[src/rtl/tdm_demux.sv]
// Time-division demultiplexer: spreads a sync-tagged serial sample stream round-robin into N_CH slots.
// Define TDM_DEMUX_SYNC_CHECK_EN to police the in_sync marker while locked (sets sticky sync_err).
module tdm_demux #(
  parameter int N_CH = 4,
  parameter int W    = 8
) (
  input  logic                    clk,
  input  logic                    rst,
  input  logic                    in_valid,
  input  logic [W-1:0]            in_data,
  input  logic                    in_sync,
  output logic [N_CH*W-1:0]       out_data,
  output logic                    out_frame_valid,
  output logic [$clog2(N_CH)-1:0] out_sel,
  output logic                    sync_err
);

  localparam int SEL_W = $clog2(N_CH);
  localparam logic [SEL_W-1:0] LAST_CH = SEL_W'(N_CH - 1);

  typedef enum logic {
    HUNT,
    RUN
  } state_t;

  state_t           state;
  logic [SEL_W-1:0] ch_cnt;
  logic [W-1:0]     shadow [N_CH-1];
  logic [N_CH*W-1:0] frame;
  logic             err_q;
  logic             misplaced;
  logic             missing;

  // The last channel never needs a shadow slot: it goes straight into out_data.
  always_comb begin
    frame = '0;
    for (int c = 0; c < N_CH - 1; c++) frame[c*W +: W] = shadow[c];
    frame[(N_CH-1)*W +: W] = in_data;
  end

`ifdef TDM_DEMUX_SYNC_CHECK_EN
  assign misplaced = in_sync && (ch_cnt != '0);
  assign missing   = !in_sync && (ch_cnt == '0);
`else
  assign misplaced = 1'b0;
  assign missing   = 1'b0;
`endif

  // NOTE: non-blocking assignments here so every register sees pre-edge values of the others.
  always_ff @(posedge clk) begin
    if (rst) begin
      state           <= HUNT;
      ch_cnt          <= '0;
      out_data        <= '0;
      out_frame_valid <= 1'b0;
      err_q           <= 1'b0;
      // NOTE: the shadow slots are cleared on reset because a reset frame must not leak stale samples.
      for (int c = 0; c < N_CH - 1; c++) shadow[c] <= '0;
    end else begin
      out_frame_valid <= 1'b0;
      if (in_valid) begin
        unique case (state)
          HUNT: begin
            if (in_sync) begin
              shadow[0] <= in_data;
              ch_cnt    <= SEL_W'(1);
              state     <= RUN;
            end
          end
          RUN: begin
            if (misplaced) begin
              err_q     <= 1'b1;
              shadow[0] <= in_data;
              ch_cnt    <= SEL_W'(1);
            end else if (missing) begin
              err_q <= 1'b1;
              state <= HUNT;
            end else if (ch_cnt == LAST_CH) begin
              out_data        <= frame;
              out_frame_valid <= 1'b1;
              ch_cnt          <= '0;
            end else begin
              shadow[ch_cnt] <= in_data;
              ch_cnt         <= ch_cnt + SEL_W'(1);
            end
          end
        endcase
      end
    end
  end

  assign out_sel  = ch_cnt;
  assign sync_err = err_q;

endmodule

[config.mk]
export PLATFORM = sky130hd
export DESIGN_NAME = tdm_demux
export DESIGN_NICKNAME = d
export VERILOG_FILES = /design/src/rtl/tdm_demux.sv
export SDC_FILE = /design/constraint.sdc
export NUM_CORES = 1
export LEC_CHECK = 0
export CAP_MARGIN = 30
export CORE_UTILIZATION = 30
export DETAILED_ROUTE_END_ITERATION = 10
export GPL_TIMING_DRIVEN = 0
export SLEW_MARGIN = 40
export SYNTH_ARGS = -nofsm -noshare
export SYNTH_HDL_FRONTEND = slang
export SYNTH_SLANG_ARGS = --single-unit
export TNS_END_PERCENT = 100
[constraint.sdc]
create_clock -name clk -period 2.8 [get_ports clk]
set_clock_uncertainty 0.15 [all_clocks]
set_input_delay 0.56 -clock clk [delete_from_list [all_inputs] [get_ports clk]]
set_output_delay 0.56 -clock clk [all_outputs]
set_load 0.03 [all_outputs]
==> key figures, run 1 <==
Setup path
  – CP endpoint kind: flop
  – Worst r2r src: out_sel[0]
  – Critical path data required time: about 2600 ps
  – Startpoint Class: input port
  – Crit-path max FO: 10
  – Critical Path Source: rst
  – Worst reg2reg path depth: 5
  – WP data arrival: between 2000 and 2500 ps
  – Critical Path Sink: shadow[1][5]
  – R2R Setup Slk: roughly 570 ps
  – Reg2reg end: shadow[0][5]
  – Critical path class: input port to flop

Die
  – Die Ht: just under 100 um
  – Total core area: between 0.008 and 0.009 mm2
  – # rows: 34
  – Starting density of the core: 31.2%
  – Die area: roughly 0.0095 mm2
  – # IOs: 48
  – Die X: 97.4 um

Layout
  – Layout cell share with drive strength beyond 1: 10.6%
  – Ant. Diodes: 0
  – Most common cell after layout, fill and taps aside: nand2b_1
  – Most frequent cells in the layout: nand2b_1, clkdlybuf4s50_1, dfxtp_1
  – Reg area: about 0.0014 mm2
  – Multi-input gate area in the final layout: ~0.0011 mm2
  – FILL cells: ~860
  – Final instance area: roughly 0.0035 mm2
  – Syn-to-layout area delta: 28.9%
  – Final #Nets: slightly above 300

Synthesis
  – Number of flops mapped to enable cells by yosys: 24
  – Syn nets: 254
  – Compound-Gate Fraction of Synth Area: between 4 and 5%
  – Synth Area in Simple Gates: 24.8%
  – Synth Flop Type: dfxtp_1
  – Gate Count Post-Synth: roughly 240
  – Seq/Total Area, Yosys: between 50% and 60%
  – Syn Std Cell Area: between 0.002 and 0.003 mm2
  – Post-synth cell types: 33
  – Fraction of synthesized cell area in xor and xnor cells: 0%
  – Yosys reg bits: 60
  – Post-synthesis mux area share: between 10% and 20%
  – Post-synth ARST share: 0%
  – Adder-cell share of the synthesized area: 0.458%
  – Avg Inst Size Synth: ~11 um2
  – Combinational family with the most area after synthesis: simple AND/OR/NAND/NOR gates
  – Synth Warn #: 0

GRT
  – First-pass GRT wire length: between 9000 and 10000 um
  – GRT Util Overall: 12.7%
  – Number of antenna violations at the first check in global routing: 0
  – Total gr overflow: 0
  – Vias in the first global route: 1733
  – Largest net degree at the start of global routing: 11

Power and ir drop
  – Worst vdd rail ir drop: 0.196 mV
  – Tot Pwr: 1.85 mW
  – P per Cell Area: approximately 530 mW/mm2
  – Pleak: about 1.2 nW

CTS
  – Reg clk slew, reported paths: roughly 70 ps
  – CTS tree: yes
  – Post-CTS sizing: 0
  – Bufs on Longest Clock Path: 2
  – H-tree levels: 3
  – # Post-CTS Setup Buffers: 0
  – Clk_lat worst skew: approximately 330 ps
  – CTS buffer count: 9
  – TritonCTS sink count: 60
  – Clock Tree Root: clkbuf_8
  – CTS Hold Bufs: 0

Timing
  – Period utilisation layout: 89.7%
  – Unrepaired setup endpoints after global routing: no
  – Tightest Pin Transition: approximately 530 ps
  – Post-route minimum period: ~2500 ps
  – Hold_ws: roughly 320 ps
  – Setup-failing EPs final: 0
  – Slew headroom: 64.4%
  – Final hold viol count: 0
  – Peak Freq: 0.398 GHz
  – Max Slew Vio Count: 0

Routing
  – Routed WL: 5710 um
  – Wire per inst: about 14 um
  – First-pass DRT Iterations: 6
  – Via count: 1839
  – Vias/cell: about 4.5
  – Number of remaining DRC errors: 0
  – Post-route ant nets: 0
  – DRT iter0 DRCs: 99

Hold path
  – Min-Delay Path Class: flop to flop
  – Hold Path Origin: out_data[22]

Place
  – Number of buffers added on ports: 45
  – Dpl cell area: between 0.003 and 0.004 mm2
  – DP HPWL: 4020 um
  – GP Congestion: slightly below 0.8

Run
  – # Max-Cap Violations: 0

Outcome
  – Run status: completed
==> cells in the mapped netlist, drive strengths merged, types with 2 or more instances <==
cell type  count  area (um2)
nand3b         9        71.3
nor3          16         126
mux2i         32         320
nand2b        67         419
clkbuf        11        41.3
inv           10        37.5
o21ai          3        15.0
edfxtp        24         721
dfxtp         36         721
o21a           2        15.0
a211oi         8        60.1
buf           10        78.8
==> per-stage QoR <==
stage / TNS, ps / cells / setup WS, ps / util (%)
2_1_floorplan: 0 / 241 / 482 / -
6_report: 0 / 410 / 289 / 40.2
5_1_grt: 0 / 410 / 188 / 40.2
4_1_cts: 0 / 410 / 87.6 / 40.1
3_3_place_gp: -3830 / 394 / -252 / 37.8
3_5_place_dp: -3590 / 394 / -260 / 37.8
==> sequential cells by signal (all words and copies together) (netlist names) <==
register	cells
out_sel	2
out_frame_valid	1
shadow	24
out_data	32
state	1
==> kinds of logic after synthesis <==
group | Yosys count
simple gates | 100
flops | 60
mux | 32
buf+inv | 31
compound gates | 16
fa+ha+maj | 1
other cells | 1
==> cell type report <==
type                       count  share of cell area [%]
timing repair buffer          45                    12.8
inverter                      10                    1.07
clock buffer                  14                    4.62
multi-input combinational    150                    32.3
buffer                        21                    3.41
tap                          108                    3.84
clock inverter                 2                   0.960
sequential                    60                    41.0
==> worst max-delay path, stage by stage <==
cell and delay (ps):
clkdlybuf4s50_1 530, clkbuf_1 270, nand3b_2 460, o21ai_2 500
==> power breakdown <==
group	internal (mW)	switching, mW	total (mW)
Combinational	0.0582	0.0760	0.134
Sequential	0.929	0.00958	0.938
Clock	0.458	0.320	0.778
Total	1.45	0.406	1.85
==> how the worst min path moves through the flow <==
stage	depth (start not counted)	slack (ps)	to
after floorplan	2	340	out_data[10]
after detailed placement	2	310	out_data[28]
final	2	320	out_data[22]
after CTS	2	320	out_data[22]
after global placement	2	310	out_data[28]
after global routing	2	340	out_data[12]
==> routing by layer <==
| layer | up-vias | share of wire [%] | GRT usage, % |
|---|---|---|---|
| met5 | - | 0 | 0 |
| met4 | 0 | 2.0 | 6.11 |
| met3 | 11 | 3.6 | 2.95 |
| met2 | 37 | 44 | 18.6 |
| met1 | 863 | 51 | 17.5 |
| li1 | 928 | - | - |
Note: power is estimated with default switching activity, not from simulation.
==> inputs of run 2 (changes only) <==
Settings changed: CORE_MARGIN from default to 4.
==> key figures, run 2 (synthesis gave the netlist of run 1 again) <==
Outcome
  – Run status: completed

Layout
  – Top reg by flops: out_data
  – Max reg flops: 32 (unchanged)
  – Layout cell share with drive strength beyond 1: 11.0% (+0.37 points)
  – Final Non-Filler Cells: 409 (-0.24%)
  – Ant. Diodes: 0 (unchanged)
  – FILL cells: 854 (-0.93%)
  – Final #Nets: 310 (unchanged)
  – Most frequent cells in the layout: nand2b_1, clkdlybuf4s50_1, dfxtp_1
  – Reg area: 0.00144 mm2 (unchanged)
  – Syn-to-layout area delta: 27.6%
  – Multi-input gate area in the final layout: 0.00114 mm2 (unchanged)
  – Final Core Density: 39.6% (-0.61 points)
  – Most common cell after layout, fill and taps aside: nand2b_1

GRT
  – Number of antenna violations at the first check in global routing: 0 (unchanged)
  – Vias in the first global route: 1940 (+12%)
  – Largest net degree at the start of global routing: 11 (unchanged)
  – First-pass GRT wire length: 9760 um (+6.4%)
  – Total gr overflow: 0 (unchanged)
  – GRT Util Overall: 12.0% (-0.63 points)

Setup path
  – Top cell by count, worst path: clkbuf_1
  – Top Family by Delay on Critical Path: buffers and inverters
  – Critical path data required time: 2630 ps (about the same)
  – Startpoint Class: input port
  – Worst path cell trace: clkdlybuf4s50_1, clkbuf_1, clkbuf_1, inv_1, o21ai_2
  – WP data arrival: 2330 ps (about the same)
  – Critical path class: input port to flop
  – Crit-path max FO: 10 (unchanged)
  – CP max stage cell: clkdlybuf4s50_1
  – R2R Setup Slk: 580 ps (about the same)
  – CP endpoint kind: flop
  – CP bufs+invs: 4 (+2)
  – Crit path largest cell delay: 630 ps (+100 ps)

CTS
  – CTS buffer count: 9 (unchanged)
  – Reg clk slew, reported paths: 60 ps (about the same)
  – CTS Hold Bufs: 0 (unchanged)
  – TritonCTS sink count: 60 (unchanged)
  – Bufs on Longest Clock Path: 2 (unchanged)
  – # Post-CTS Setup Buffers: 0 (unchanged)
  – H-tree levels: 3 (unchanged)
  – Clk_lat worst skew: 330 ps (about the same)
  – CTS tree: yes
  – Clock Tree Root: clkbuf_8

Routing
  – Post-route ant nets: 0 (unchanged)
  – Number of remaining DRC errors: 0 (unchanged)
  – Routed WL: 5760 um (+0.89%)
  – Via count: 1836 (-0.16%)
  – Wire per inst: 14.1 um (+1.1%)
  – First-pass DRT Iterations: 4 (-2)
  – Vias/cell: 4.49 (about the same)
  – DRT iter0 DRCs: 62 (-37%)

Timing
  – Period utilisation layout: 89.3% (-0.35 points)
  – Unrepaired setup endpoints after global routing: no
  – Setup-failing EPs final: 0 (unchanged)
  – Max Slew Vio Count: 0 (unchanged)
  – Peak Freq: 0.400 GHz (+0.40%)
  – Final hold viol count: 0 (unchanged)
  – Post-route minimum period: 2500 ps (-9.92 ps)

Hold path
  – Min-Delay Path Class: flop to flop

Die
  – Die X: 103 um (+6.2%)
  – Die Ht: 103 um (+6.2%)
  – Starting density of the core: 31.0% (-0.15 points)
  – # rows: 34 (unchanged)
  – Die area: 0.0107 mm2 (+13%)
  – # IOs: 48 (unchanged)
  – Total core area: 0.00881 mm2 (+0.49%)

Power and ir drop
  – P per Cell Area: 494 mW/mm2 (-6.0%)
  – Pleak: 1.17 nW (-1.0%)
  – Worst vdd rail ir drop: 0.252 mV (+29%)

Place
  – DP HPWL: 4110 um (+2.3%)
  – Number of buffers added on ports: 45 (unchanged)
  – Dpl cells: 394 (unchanged)
  – GP Congestion: 0.852 (+8.7%)

Run
  – # Max-Cap Violations: 0 (unchanged)
## run 2: cell type report
| type | count | area share [%] |
|---|---|---|
| Buffer | 21 | 3.45 |
| Multi-Input combinational cell | 150 | 32.7 |
| Clock buffer | 12 | 4.17 |
| Tap cell | 108 | 3.88 |
| Clock inverter | 3 | 0.431 |
| Sequential cell | 60 | 41.4 |
| Inverter | 10 | 1.08 |
| Timing Repair Buffer | 45 | 12.9 |
## run 2: power by group
part / switching (mW) / internal (mW) / total [mW]
clock: 0.313 / 0.336 / 0.649
sequential: 0.00969 / 0.929 / 0.939
combinational: 0.0762 / 0.0582 / 0.134
## run 2: worst paths after layout
check / from / end / depth (start not counted)
worst max-delay path: rst / shadow[2][3] / 5
worst min-delay path: out_data[14] / out_data[14] / 2
worst max register to register: out_sel[0] / shadow[0][0] / 5
worst min register to register: out_data[14] / out_data[14] / 2
## run 2: layer usage
layer,share of wire [%],global-route usage (%),wire length [um]
met5,0,0,0
met4,1.6,3.49,95
met2,43,18.2,2490
met1,49,16.0,2800
met3,6.5,4.69,376
## run 2: worst register-to-register path, cell delays in order (launching register included)
cell and delay (ps):
dfxtp_1 390, ha_1 260, or3b_1 360, buf_6 150
buf_12 150, o221ai_2 390
## run 2: what timing repair did
action	CTS	global route
setup endpoints to repair	0	16
hold endpoints to repair	0	0
gates resized for setup	0	2
## run 2: metrics by stage
stage          power (mW)  instance area, um2  setup slack (ps)  setup TNS, ps  hold WS (ps)
6_report             1.72                3480               299              0           322
4_1_cts              1.75                3480              79.1              0           329
2_1_floorplan        1.04                2730               482              0           341
3_3_place_gp         1.09                3320              -263          -4100           312
5_1_grt              1.81                3480               147              0           353
3_5_place_dp         1.09                3320              -268          -3940           311
